<file path="src/rtl/sequencer_lut_loader_if.sv">
// Host-register and sequencer-LUT-port bundle for sequencer_lut_loader.
// The master modport drives the host strobes; the slave modport is the loader itself.
interface sequencer_lut_loader_if;
  logic        start_load_i;
  logic        end_load_i;
  logic        host_wr_i;
  logic        host_sel_i;
  logic [31:0] host_wdata_i;
  logic        seq_reset_o;
  logic        config_done_o;
  logic        lut_wen_o;
  logic [36:0] lut_wdata_o;
  logic        busy_o;
  logic        load_done_o;
  logic [8:0]  entry_count_o;
  logic [3:0]  err_o;

  modport master (
    output start_load_i, end_load_i, host_wr_i, host_sel_i, host_wdata_i,
    input  seq_reset_o, config_done_o, lut_wen_o, lut_wdata_o, busy_o,
           load_done_o, entry_count_o, err_o
  );

  modport slave (
    input  start_load_i, end_load_i, host_wr_i, host_sel_i, host_wdata_i,
    output seq_reset_o, config_done_o, lut_wen_o, lut_wdata_o, busy_o,
           load_done_o, entry_count_o, err_o
  );
endinterface

</file>
<file path="src/rtl/sequencer_lut_loader.sv">
// Assembles 37-bit sequencer LUT entries from LO/HI host writes and owns the
// sequencer reset / config_done handshake around each load session.
module sequencer_lut_loader #(
  parameter int DEPTH         = 256,
  parameter int RESET_CYCLES  = 4,
  parameter int SETTLE_CYCLES = 2
) (
  input  logic                  clk,
  input  logic                  reset_ni,
  sequencer_lut_loader_if.slave bus
);

  typedef enum logic [1:0] {S_IDLE, S_ARM, S_LOAD, S_FINISH} state_e;

  typedef struct packed {
    logic empty;
    logic seq;
    logic addr;
    logic ovf;
  } err_t;

  state_e      state_q;
  logic [15:0] tmr_q;
  logic        seq_reset_q, cfg_done_q, wen_q, load_done_q, lo_vld_q;
  logic [36:0] wdata_q;
  logic [31:0] lo_q;
  logic [8:0]  cnt_q;
  err_t        err_q;

  logic        in_load, lo_wr, hi_wr, full, commit_d;
  logic [7:0]  next_addr_d;
  logic [36:0] entry_d;

  assign in_load     = (state_q == S_LOAD);
  assign lo_wr       = in_load && bus.host_wr_i && !bus.host_sel_i;
  assign hi_wr       = in_load && bus.host_wr_i &&  bus.host_sel_i;
  assign full        = (cnt_q == 9'(DEPTH));
  assign commit_d    = hi_wr && lo_vld_q && !full;
  assign entry_d     = {bus.host_wdata_i[4:0], lo_q};
  assign next_addr_d = entry_d[36:29];

  always_ff @(posedge clk or negedge reset_ni) begin
    if (!reset_ni) begin
      state_q     <= S_IDLE;
      tmr_q       <= '0;
      seq_reset_q <= 1'b1;
      cfg_done_q  <= 1'b0;
      wen_q       <= 1'b0;
      wdata_q     <= '0;
      load_done_q <= 1'b0;
      cnt_q       <= '0;
      err_q       <= '0;
      lo_q        <= '0;
      lo_vld_q    <= 1'b0;
    end else begin
      wen_q       <= 1'b0;
      load_done_q <= 1'b0;
      // A new session preempts everything, including a commit arriving this cycle.
      if (bus.start_load_i) begin
        state_q     <= S_ARM;
        tmr_q       <= 16'(RESET_CYCLES - 1);
        seq_reset_q <= 1'b1;
        cfg_done_q  <= 1'b0;
        cnt_q       <= '0;
        err_q       <= '0;
        lo_vld_q    <= 1'b0;
      end else begin
        unique case (state_q)
          S_IDLE: ;
          S_ARM: begin
            if (tmr_q == 16'd0) begin
              state_q     <= S_LOAD;
              seq_reset_q <= 1'b0;
            end else begin
              tmr_q <= tmr_q - 16'd1;
            end
          end
          S_LOAD: begin
            if (lo_wr) begin
              lo_q     <= bus.host_wdata_i;
              lo_vld_q <= 1'b1;
            end
            if (hi_wr) begin
              if (!lo_vld_q) begin
                err_q.seq <= 1'b1;
              end else begin
                lo_vld_q <= 1'b0;
                if (full) begin
                  err_q.ovf <= 1'b1;
                end else begin
                  wen_q   <= 1'b1;
                  wdata_q <= entry_d;
                  cnt_q   <= cnt_q + 9'd1;
                  if ({1'b0, next_addr_d} >= 9'(DEPTH)) err_q.addr <= 1'b1;
                end
              end
            end
            // A commit in the same cycle counts toward the non-empty check.
            if (bus.end_load_i) begin
              if (cnt_q != 9'd0 || commit_d) begin
                state_q <= S_FINISH;
                tmr_q   <= 16'(SETTLE_CYCLES - 1);
              end else begin
                err_q.empty <= 1'b1;
              end
            end
          end
          S_FINISH: begin
            if (tmr_q == 16'd0) begin
              state_q     <= S_IDLE;
              cfg_done_q  <= 1'b1;
              load_done_q <= 1'b1;
            end else begin
              tmr_q <= tmr_q - 16'd1;
            end
          end
          default: state_q <= S_IDLE;
        endcase
      end
    end
  end

  assign bus.seq_reset_o   = seq_reset_q;
  assign bus.config_done_o = cfg_done_q;
  assign bus.lut_wen_o     = wen_q;
  assign bus.lut_wdata_o   = wdata_q;
  assign bus.busy_o        = (state_q != S_IDLE);
  assign bus.load_done_o   = load_done_q;
  assign bus.entry_count_o = cnt_q;
  assign bus.err_o         = err_q;

endmodule

</file>
<file path="src/flat_wrapper.sv">
// flat-port wrapper written by rule: the top's interface ports become plain ports
module sequencer_lut_loader_flat 
#(
  parameter int DEPTH         = 256,
  parameter int RESET_CYCLES  = 4,
  parameter int SETTLE_CYCLES = 2
)
  (clk, reset_ni, bus_start_load_i, bus_end_load_i, bus_host_wr_i, bus_host_sel_i, bus_host_wdata_i, bus_seq_reset_o, bus_config_done_o, bus_lut_wen_o, bus_lut_wdata_o, bus_busy_o, bus_load_done_o, bus_entry_count_o, bus_err_o);
  sequencer_lut_loader_if bus_i ();
  input  logic clk;
  input  logic reset_ni;
  input wire logic [$bits(bus_i.start_load_i)-1:0] bus_start_load_i;
  input wire logic [$bits(bus_i.end_load_i)-1:0] bus_end_load_i;
  input wire logic [$bits(bus_i.host_wr_i)-1:0] bus_host_wr_i;
  input wire logic [$bits(bus_i.host_sel_i)-1:0] bus_host_sel_i;
  input wire logic [$bits(bus_i.host_wdata_i)-1:0] bus_host_wdata_i;
  output wire logic [$bits(bus_i.seq_reset_o)-1:0] bus_seq_reset_o;
  output wire logic [$bits(bus_i.config_done_o)-1:0] bus_config_done_o;
  output wire logic [$bits(bus_i.lut_wen_o)-1:0] bus_lut_wen_o;
  output wire logic [$bits(bus_i.lut_wdata_o)-1:0] bus_lut_wdata_o;
  output wire logic [$bits(bus_i.busy_o)-1:0] bus_busy_o;
  output wire logic [$bits(bus_i.load_done_o)-1:0] bus_load_done_o;
  output wire logic [$bits(bus_i.entry_count_o)-1:0] bus_entry_count_o;
  output wire logic [$bits(bus_i.err_o)-1:0] bus_err_o;
  assign bus_i.start_load_i = bus_start_load_i;
  assign bus_i.end_load_i = bus_end_load_i;
  assign bus_i.host_wr_i = bus_host_wr_i;
  assign bus_i.host_sel_i = bus_host_sel_i;
  assign bus_i.host_wdata_i = bus_host_wdata_i;
  assign bus_seq_reset_o = bus_i.seq_reset_o;
  assign bus_config_done_o = bus_i.config_done_o;
  assign bus_lut_wen_o = bus_i.lut_wen_o;
  assign bus_lut_wdata_o = bus_i.lut_wdata_o;
  assign bus_busy_o = bus_i.busy_o;
  assign bus_load_done_o = bus_i.load_done_o;
  assign bus_entry_count_o = bus_i.entry_count_o;
  assign bus_err_o = bus_i.err_o;
  sequencer_lut_loader #(.DEPTH(DEPTH), .RESET_CYCLES(RESET_CYCLES), .SETTLE_CYCLES(SETTLE_CYCLES)) u_core (.clk(clk), .reset_ni(reset_ni), .bus(bus_i));
endmodule
</file>
<file path="config.mk">
export PLATFORM = sky130hd
export DESIGN_NAME = sequencer_lut_loader_flat
export DESIGN_NICKNAME = d
export VERILOG_FILES = /design/src/rtl/sequencer_lut_loader_if.sv /design/src/rtl/sequencer_lut_loader.sv /design/src/flat_wrapper.sv
export SDC_FILE = /design/constraint.sdc
export NUM_CORES = 1
export LEC_CHECK = 0
export ABC_CLOCK_PERIOD_IN_PS = 5900
export CAP_MARGIN = 10
export CELL_PAD_IN_SITES_DETAIL_PLACEMENT = 0
export CELL_PAD_IN_SITES_GLOBAL_PLACEMENT = 2
export CORE_ASPECT_RATIO = 1.2
export CORE_MARGIN = 4
export CORE_UTILIZATION = 45
export DETAILED_ROUTE_END_ITERATION = 7
export DONT_BUFFER_PORTS = 1
export HOLD_SLACK_MARGIN = 0.15
export PLACE_DENSITY_LB_ADDON = 0.15
export SLEW_MARGIN = 10
export SYNTH_ARGS = -nofsm -noshare
export SYNTH_HDL_FRONTEND = slang
export SYNTH_SLANG_ARGS = --single-unit
</file>
<file path="constraint.sdc">
create_clock -name clk -period 5.9 [get_ports clk]
set_input_delay 0.59 -clock clk [delete_from_list [all_inputs] [get_ports clk]]
set_output_delay 0.59 -clock clk [all_outputs]
set_load 0.005 [all_outputs]
</file>
==> metrics.md, run 1 <==
| Metric | Value |
|---|---|
| Post-synth top area share | `~57%` |
| Sequential share of the synthesized area | `57.3%` |
| Clock Power Share | `33.1%` |
| Distinct cells, synth | `between 50 and 60` |
| CP max stage delay | `990 ps` |
| # setup viols final | `0` |
| Port Buf Inserts | `0` |
| Total Nets Final | `394` |
| Buf/Inv on CP | `1` |
| CTS tree | `yes` |
| Share of layout cells above drive strength 1 | `13.7%` |
| Cell class contributing the biggest share of worst-path delay | `compound AO/OA/AOI/OAI gates` |
| Peak Freq | `around 360 MHz` |
| Switch share | `a little under a third` |
| Internal power | `between 1000 and 1500 uW` |
| Initial Utilization | `a little under half` |
| Clk slew on worst S/H paths | `70 ps` |
| Vias in the first global route | `2,856` |
| Max Slew Vio Count | `0` |
| Worst EP required | `around 6200 ps` |
| Min Clock Period, post-route | `about 2700 ps` |
| Reg power frac | `48.3%` |
| Clock Path Buffers | `2` |
| Top Ports | `93` |
| Largest net degree at the start of global routing | `105` |
| Slew @ Worst Pin | `~1200 ps` |
| Initial antenna violation count | `1` |
| Syn Inst Count | `358` |
| CP max-delay cell | `o41ai_4` |
| Yosys top cell by area | `dfrtp_1` |
| Post-synthesis sequential element count | `104` |
| CTS sink cnt | `about 100` |
| Final Hold Fails | `0` |
| Commonest cells in the netlist | `dfrtp_1 (103), mux2_1 (50), mux2_2 (21), a21oi_1 (20), or4_1 (18)` |
| RSZ-0062 raised after global routing | `no` |
| Final routed DRC violation total | `0` |
| Top post-synthesis cells by area | `dfrtp_1 (57%), mux2_1 (12%), mux2_2 (5.2%), or4_1 (3.0%), a21oi_1 (2.2%)` |
| Die extent in y | `approximately 120 um` |
| Crit. End Element | `flip-flop` |
| Crit path cell chain | `inv_1, ha_1, or4b_1, o41ai_4, o21ai_1, o221ai_1` |
| GRT Util Overall | `around 16%` |
| Avg WL per Cell | `19.2 um` |
| Setup TNS | `0 ps` |
| Psw | `approximately 560 uW` |
| Core ar. | `just under 10,000 um^2` |
| TritonCTS Buffers | `9` |
| WP data arrival | `3000 ps` |
| Peak supply drop | `slightly above 0.0002 V` |
| Post-synth ARST share | `100%` |
| Yosys warnings | `0` |
| Hpwl dp | `6180 um` |
| Startpoint types | `flip-flop` |
| Die area | `approximately 12,000 um^2` |
| Antenna viol nets, final | `0` |
| Multi-input gate area | `roughly 1800 um^2` |
| Leak pwr | `roughly 0.0024 uW` |
| Vias | `around 2,800` |
| Reg area | `approximately 2600 um^2` |
| Power Dens Cells | `about 360 nW/um^2` |
| Post-route clock period utilization | `between 40% and 50%` |
| Htree depth | `3` |
| Relative slew slack | `roughly 18%` |
| Total Wirelength | `9250 um` |
| Mapped Area | `approximately 4500 um^2` |
| DR vias/cell | `5.83` |
| Top-count cell post-synth | `dfrtp_1` |
| Most used DFF post-synth | `dfrtp_1` |
| Mean post-synth cell area | `~13 um^2` |
| Final cell utilization of the core | `about 50%` |
| CTS root buffer | `clkbuf_16` |
| Comb pwr share | `about a fifth` |
| Routability cong. | `about 0.71` |
| DR iter-0 viols | `149` |
| Standard-cell rows | `39` |
| Worst hold slack | `165 ps` |
| Status | `finished clean` |
| Chip width | `99.7 um` |
| Crit-path max FO | `25` |
| DR pass1 iterations | `4` |
| WS Path Type | `flip-flop to flip-flop` |
| Worst hold path type | `primary input to async pin` |
| Total gr overflow | `0` |
| First-pass GRT wire length | `between 15,000 and 20,000 um` |
| Area grow syn2layout | `9.06%` |
| Worst-skew pair later-pin latency | `350 ps` |
| Setup Fix Bufs, Post-CTS | `0` |
| Maxcap violations | `0` |
| Synthesized Nets | `400` |
| Post-synth EDFFs | `0` |
| Fillcell total | `between 800 and 900` |
| Setup Skew | `between 7 and 8 ps` |
-- flip-flops by register name, summed over array words and instances, names as in the netlist, 2 cells and up --
signal	flops
u_core.lo_q	32
u_core.bus.lut_wdata_o	37
u_core.bus.err_o	3
u_core.bus.entry_count_o	9
u_core.state_q	2
u_core.tmr_q	16
-- routing by layer --
metal | vias to the layer above | track usage, % | part of all wire [%]
met5 | - | 0 | 0
met4 | 0 | 6.15 | 1.4
met3 | 10 | 6.34 | 7.1
met2 | 63 | 25.1 | 48
met1 | 1413 | 20.6 | 43
li1 | 1318 | - | -
-- worst register-to-register path, stage by stage (launching register included) --
cell	delay (ps)
dfrtp_1	450
inv_1	100
ha_1	170
or4b_1	550
o41ai_4	1000
o21ai_1	180
o221ai_1	220
-- area by class of cell --
type | instances | share of cell area, %
Tap cell | 123 | 3.11
Clock buffer | 9 | 4.55
Sequential cell | 104 | 52.6
Antenna cell | 1 | 0.0505
Multi-Input combinational cell | 226 | 36.8
Timing Repair Buffer | 3 | 0.859
Clock inverter | 7 | 1.52
Inverter | 8 | 0.606
-- metrics by stage --
step	instances	worst slack, ps	area [um^2]	power (uW)
after floorplan	358	3680	4540	1130
after global placement	463	3100	4620	1180
after detailed placement	463	3070	4620	1190
after CTS	480	3180	4950	1800
after global routing	481	2950	4950	1880
final	481	3160	4950	1780
-- logic make-up after synthesis --
family | share of synthesized area (%)
DFF | 57.3
and+or+nand+nor | 12.7
AOI/OAI and AO/OA | 8.10
adders and majority gates | 1.10
buffers and inverters | 2.70
other | 0.0825
muxes | 17.8
xor gates and xnor gates | 0.193
-- path summary, 6_finish.rpt --
path | cells after the start | slack, ps | to | start
worst max-delay path | 6 | 3160 | u_core.tmr_q[5] | u_core.bus.entry_count_o[0]
worst min-delay path | 1 | 170 | u_core.tmr_q[2] | reset_ni
worst max register to register | 6 | 3160 | u_core.tmr_q[5] | u_core.bus.entry_count_o[0]
worst min register to register | 1 | 490 | u_core.bus.lut_wdata_o[26] | u_core.lo_q[26]
max in group asynchronous | 1 | 5340 | u_core.bus.entry_count_o[1] | reset_ni
min in group clk | 1 | 300 | u_core.tmr_q[2] | bus_start_load_i
-- power by group through the flow --
stage,sequential [uW],combinational (uW),clock [uW]
after global placement,873,310,0
after detailed placement,876,314,0
after global routing,876,368,639
after CTS,862,332,607
after floorplan,843,287,0
final,862,331,590
-- cell usage in the layout (no fill, tap or decap), types with 3 or more instances in the layout --
master / netlist / layout
dfrtp_1: 103 / 103
mux2_1: 50 / 50
mux2_2: 21 / 21
a21oi_1: 20 / 20
or4_1: 18 / 18
nor2_1: 16 / 16
o31ai_1: 10 / 10
nand2_1: 9 / 9
clkbuf_16: 0 / 9
inv_1: 8 / 8
nand3_1: 8 / 7
nor4_1: 6 / 6
nor2b_1: 5 / 5
nand4_1: 5 / 5
or3_1: 5 / 5
o21ai_1: 4 / 4
o21ai_0: 4 / 4
ha_1: 4 / 4
o211ai_1: 3 / 3
nand4b_1: 3 / 3
-- repair_timing --
action                                 CTS  global route
resized for setup                        0             0
hold buffers                             1             0
endpoints found under the hold margin  104             0
Power figures use the tool's default switching activity.
==> run 2: changes to the inputs <==
Settings changed: ABC_CLOCK_PERIOD_IN_PS 5900 to 2200, CORE_UTILIZATION 45 to 38.
Clock period 5.9 ns to 2.2 ns, I/O delays scaled along.
==> run 2 against run 1 <==
The flow now finishes with violations (negative hold slack). Global-route usage down 0.61 points. Fmax up 29%. First-iteration DRC count down 25%. Clock power rose to 2.7 times the previous value. Register-to-register slack worse by 3100 ps. Sequential share of layout area down 6.5 points. Utilization down 2.3 points. Via count up 11%. Sequential power rose to 2.6 times the previous value. Cell count up 22%. Critical endpoint is now u_core.tmr_q[13].
==> metrics.md, run 2 (synthesis results as in run 1) <==
| Metric | Value |
|---|---|
| Status | `finished with violations` |
| Failing checks | `negative hold slack` |
| Power Dens Cells | `~900 nW/um^2` |
| Reg power frac | `between 40 and 50%` |
| DR vias/cell | `roughly 5.3` |
| Max reg flops | `37` |
| Cell mode on critical path | `or4_4` |
| Setup Skew | `between 7 and 8 ps` |
| GRT Util Overall | `15.7%` |
| Total gr overflow | `0` |
| WS Path Type | `flip-flop to flip-flop` |
| Final cell utilization of the core | `approximately half` |
| Cell class contributing the biggest share of worst-path delay | `simple AND/OR/NAND/NOR gates` |
| Min Clock Period, post-route | `2130 ps` |
| Top Ports | `93` |
| Worst-skew pair later-pin latency | `around 350 ps` |
| WP data arrival | `2410 ps` |
| Crit-path max FO | `6` |
| Core ar. | `around 12,000 um^2` |
| Port Buf Inserts | `0` |
| Hpwl dp | `slightly above 7000 um` |
| Antenna viol nets, final | `0` |
| Worst hold slack | `-435 ps` |
| DR iter-0 viols | `around 110` |
| Vias in the first global route | `3,301` |
| Startpoint types | `flip-flop` |
| Peak Freq | `roughly 470 MHz` |
| Slew @ Worst Pin | `around 760 ps` |
| Buf/Inv on CP | `0` |
| DP Area | `4920 um^2` |
| Chip width | `108 um` |
| Largest net degree at the start of global routing | `around 110` |
| Psw | `~1500 uW` |
| Crit path cell chain | `or4_4, or4_4, or4_4, a21oi_2` |
| Design area | `between 5000 and 6000 um^2` |
| Clock Power Share | `between 30 and 40%` |
| Total Nets Final | `roughly 470` |
| Die area | `13,800 um^2` |
| CP max-delay cell | `or4_4` |
| TritonCTS Buffers | `9` |
| Vias | `between 3,000 and 4,000` |
| CTS tree | `yes` |
| Htree depth | `3` |
| Worst EP required | `~2500 ps` |
| Post-route clock period utilization | `97.0%` |
| Internal power | `~3500 uW` |
| RSZ-0062 raised after global routing | `yes` |
| Share of layout cells above drive strength 1 | `between 20% and 30%` |
| Max Slew Vio Count | `0` |
| Commonest non-fill, non-tap cells in the layout | `dfrtp_1 (103), mux2_1 (50), dlygate4sd3_1 (36), buf_4 (36), mux2_2 (21)` |
| Initial Utilization | `about two fifths` |
| Comb pwr share | `24.5%` |
| CTS sink cnt | `roughly 100` |
| Routability cong. | `0.790` |
| Peak supply drop | `approximately 0.00049 V` |
| CTS root buffer | `clkbuf_16` |
| Clock Path Buffers | `2` |
| Hold_buf cts | `37` |
| Most common cell after layout, fill and taps aside | `dfrtp_1` |
| Switch share | `30.4%` |
| Final routed DRC violation total | `0` |
| Crit. End Element | `flip-flop` |
| Relative slew slack | `between 40% and 50%` |
| Maxcap violations | `0` |
| Worst hold path type | `primary input to async pin` |
| Initial antenna violation count | `0` |
| Standard-cell rows | `43` |
| Antenna cell count | `0` |
| Clk slew on worst S/H paths | `roughly 70 ps` |
| Avg WL per Cell | `between 15 and 20 um` |
| Total Wirelength | `between 10,000 and 15,000 um` |
| Die extent in y | `128 um` |
| First-pass GRT wire length | `17,200 um` |
| Area grow syn2layout | `24.5%` |
| DR pass1 iterations | `5` |
| # setup viols final | `0` |
| Leak pwr | `between 0.002 and 0.003 uW` |
| Final Hold Fails | `104` |
| CP max stage delay | `590 ps` |
## run 2: cell count changes in the layout (fill, tap and decap cells not counted), moves of 2 or more
cell | previous run | this run
or4_1 | 18 | 13
a21oi_2 | 0 | 2
a21oi_1 | 20 | 18
or4_4 | 1 | 6
buf_4 | 2 | 36
dlygate4sd3_1 | 0 | 36
## run 2: worst reg2reg max path, stage by stage, from the launching register on
cell and delay (ps):
dfrtp_1 400, or4_4 590, or4_4 530, or4_4 430
a21oi_2 120
## run 2: per-stage QoR
stage	cells	setup TNS (ps)	power [uW]	worst slack, ps
after floorplan	358	0	3030	42.5
after global placement	529	0	3410	82.7
after detailed placement	529	0	3420	47.7
after CTS	582	0	5080	10.6
after global routing	585	-13.9	5370	-12.9
final	585	0	5090	65.5
## run 2: layout make-up
| type | count | area [um^2] |
|---|---|---|
| clock inverters | 6 | 60.1 |
| repair buffers | 74 | 663 |
| inverters | 8 | 30.0 |
| multi-input cells | 226 | 1860 |
| clock buffers | 10 | 239 |
| well taps | 157 | 196 |
| flip-flops and latches | 104 | 2600 |
| fillers | 1083 | 5960 |
## run 2: power groups by stage
stage / sequential, uW / combinational [uW] / clock, uW
global route: 2290 / 1370 / 1710
finish: 2260 / 1250 / 1590
floorplan: 2260 / 770 / 0
global placement: 2290 / 1120 / 0
CTS: 2260 / 1190 / 1630
detailed placement: 2290 / 1130 / 0
## run 2: final timing paths
path / slack [ps] / to / start / cells past startpoint
max: 70 / u_core.tmr_q[13] / u_core.tmr_q[7] / 4
min: -440 / u_core.bus.lut_wdata_o[27] / reset_ni / 0
max reg2reg: 70 / u_core.tmr_q[13] / u_core.tmr_q[7] / 4
min reg2reg: 480 / u_core.bus.lut_wdata_o[0] / u_core.lo_q[0] / 1
max in group asynchronous: 2450 / u_core.bus.seq_reset_o / reset_ni / 0
min in group clk: 160 / u_core.tmr_q[7] / bus_start_load_i / 3
## run 2: metal layers
metal  part of all wire, %  vias to the layer above  global-route usage [%]
li1                      -                     1458                       -
met1                    43                     1576                    20.0
met2                    49                       75                    25.3
met3                   6.6                       13                    5.44
met4                   1.3                        0                    4.83
met5                     0                        -                       0
## run 2: what timing repair did
item	4_1_cts	5_1_grt
endpoints found under the hold margin	160	104
endpoints found under the setup margin	0	36
resized for setup	0	14
buffers inserted	0	3
==> run 3: changes to the inputs <==
Settings changed: ABC_CLOCK_PERIOD_IN_PS 2200 to 2600, CORE_UTILIZATION 38 to 45.
Clock period 2.2 ns to 2.6 ns, I/O delays scaled along.
==> run 3 against run 2 <==
The run still ends with negative hold slack left. Worst setup slack gained 220 ps. Sequential share of layout area grew 3.1 points. Routed wire length decreased by 6.8%.
==> metrics.md, run 3 (synthesis results as in run 1) <==
| Metric | Value |
|---|---|
| TritonCTS Buffers | `9` |
| Die extent in y | `118 um` |
| Crit Reg-Reg Startpoint | `u_core.tmr_q[0]` |
| Clock Path Buffers | `2` |
| WP data arrival | `between 2000 and 3000 ps` |
| Cell mode on critical path | `or4_1` |
| Max reg flops | `37` |
| Leak pwr | `about 0.0025 uW` |
| Setup Skew | `a little over 4 ps` |
| Total Nets Final | `between 400 and 500` |
| Hold_buf cts | `34` |
| Worst EP required | `approximately 2900 ps` |
| Max Slew Vio Count | `0` |
| Top Ports | `93` |
| Power Dens Cells | `768 nW/um^2` |
| DR pass1 iterations | `4` |
| Startpoint types | `flip-flop` |
| Clk slew on worst S/H paths | `roughly 70 ps` |
| Maxcap violations | `0` |
| Final routed DRC violation total | `0` |
| Status | `finished with violations` |
| WS Path Type | `flip-flop to flip-flop` |
| Total gr overflow | `0` |
| Post_cts resized | `0` |
| CTS tree | `yes` |
| Most common cell after layout, fill and taps aside | `dfrtp_1` |
| CTS root buffer | `clkbuf_16` |
| Crit path cell chain | `inv_1, ha_1, or3b_2, or4_1, or4_1, a21oi_1` |
| Reg area | `about 2600 um^2` |
| Avg WL per Cell | `~19 um` |
| Initial antenna violation count | `0` |
| Failing checks | `negative hold slack` |
| Setup Fix Bufs, Post-CTS | `0` |
| Largest net degree at the start of global routing | `105` |
| Worst-skew pair later-pin latency | `340 ps` |
| Antenna cell count | `0` |
| Vias in the first global route | `between 3,000 and 4,000` |
| DR iter-0 viols | `150` |
| Area grow syn2layout | `16.7%` |
| Initial Utilization | `a little under half` |
| Standard-cell rows | `39` |
| Share of layout cells above drive strength 1 | `between 10% and 20%` |
| Worst hold path type | `primary input to async pin` |
| DP Area | `between 4000 and 5000 um^2` |
| First-pass GRT wire length | `roughly 17,000 um` |
| Routability cong. | `between 0.7 and 0.8` |
| Reg2reg path depth | `6` |
| CP max-delay cell | `or3b_2` |
| Buf/Inv on CP | `1` |
| # setup viols final | `0` |
| Setup TNS | `0 ps` |
| Cell class contributing the biggest share of worst-path delay | `simple AND/OR/NAND/NOR gates` |
| Die area | `~12,000 um^2` |
| Relative slew slack | `a little under three fifths` |
| GRT Util Overall | `roughly 18%` |
| Antenna viol nets, final | `0` |
| Post-route clock period utilization | `88.9%` |
| Core ar. | `about 9700 um^2` |
| Design area | `between 5000 and 6000 um^2` |
| Vias | `about 3,000` |
| Min Clock Period, post-route | `between 2000 and 2500 ps` |
| Peak supply drop | `roughly 0.00042 V` |
| Peak Freq | `between 400 and 500 MHz` |
| Final Hold Fails | `around 100` |
| Multi-input gate area | `between 1500 and 2000 um^2` |
| Slew @ Worst Pin | `between 600 and 700 ps` |
| R2r endpoint | `u_core.tmr_q[10]` |
| CTS sink cnt | `approximately 100` |
| Worst R2R Setup Slack | `between 200 and 300 ps` |
| CP max stage delay | `approximately 500 ps` |
| Chip width | `99.7 um` |
| Worst hold slack | `-392 ps` |
| RSZ-0062 raised after global routing | `no` |
| Crit-path max FO | `4` |
| Fillcell total | `a little over 800` |
| Final cell utilization of the core | `54.6%` |
| Hpwl dp | `6320 um` |
| DR vias/cell | `5.77` |
| Port Buf Inserts | `0` |
| Crit. End Element | `flip-flop` |
| Total Wirelength | `between 9000 and 10,000 um` |
| Commonest non-fill, non-tap cells in the layout | `dfrtp_1 (103), mux2_1 (50), dlygate4sd3_1 (34)` |
| Htree depth | `3` |
[run 3: final cells by class]
class	count	area share, %
Sequential cell	104	49.1
Multi-Input combinational cell	226	34.4
Timing Repair Buffer	42	7.79
Clock buffer	9	4.25
Tap cell	123	2.90
Clock inverter	7	0.992
Inverter	8	0.567
[run 3: stage by stage]
step | total power [uW] | setup slack (ps) | cells
2_1_floorplan | 2570 | 442 | 358
3_3_place_gp | 2770 | 352 | 469
3_5_place_dp | 2780 | 304 | 469
4_1_cts | 4120 | 299 | 519
5_1_grt | 4330 | 117 | 519
6_report | 4070 | 289 | 519
[run 3: power breakdown]
part,total [uW],switching (uW),internal [uW]
sequential,1940,157,1780
combinational,857,458,399
clock,1280,614,661
[run 3: routing by layer]
metal | wire length, um | GRT usage [%] | up-vias
li1 | - | - | 1395
met1 | 4090 | 23.0 | 1500
met2 | 4710 | 27.0 | 87
met3 | 722 | 6.22 | 11
met4 | 184 | 7.17 | 0
met5 | 0 | 0 | -
[run 3: worst max-delay path by stage]
stage | cells after the start | endpoint | startpoint
after global placement | 6 | u_core.tmr_q[10] | u_core.tmr_q[0]
after CTS | 6 | u_core.tmr_q[10] | u_core.tmr_q[0]
after detailed placement | 6 | u_core.tmr_q[10] | u_core.tmr_q[0]
after floorplan | 8 | u_core.tmr_q[0] | u_core.bus.entry_count_o[0]
final | 6 | u_core.tmr_q[10] | u_core.tmr_q[0]
after global routing | 6 | u_core.tmr_q[10] | u_core.tmr_q[0]
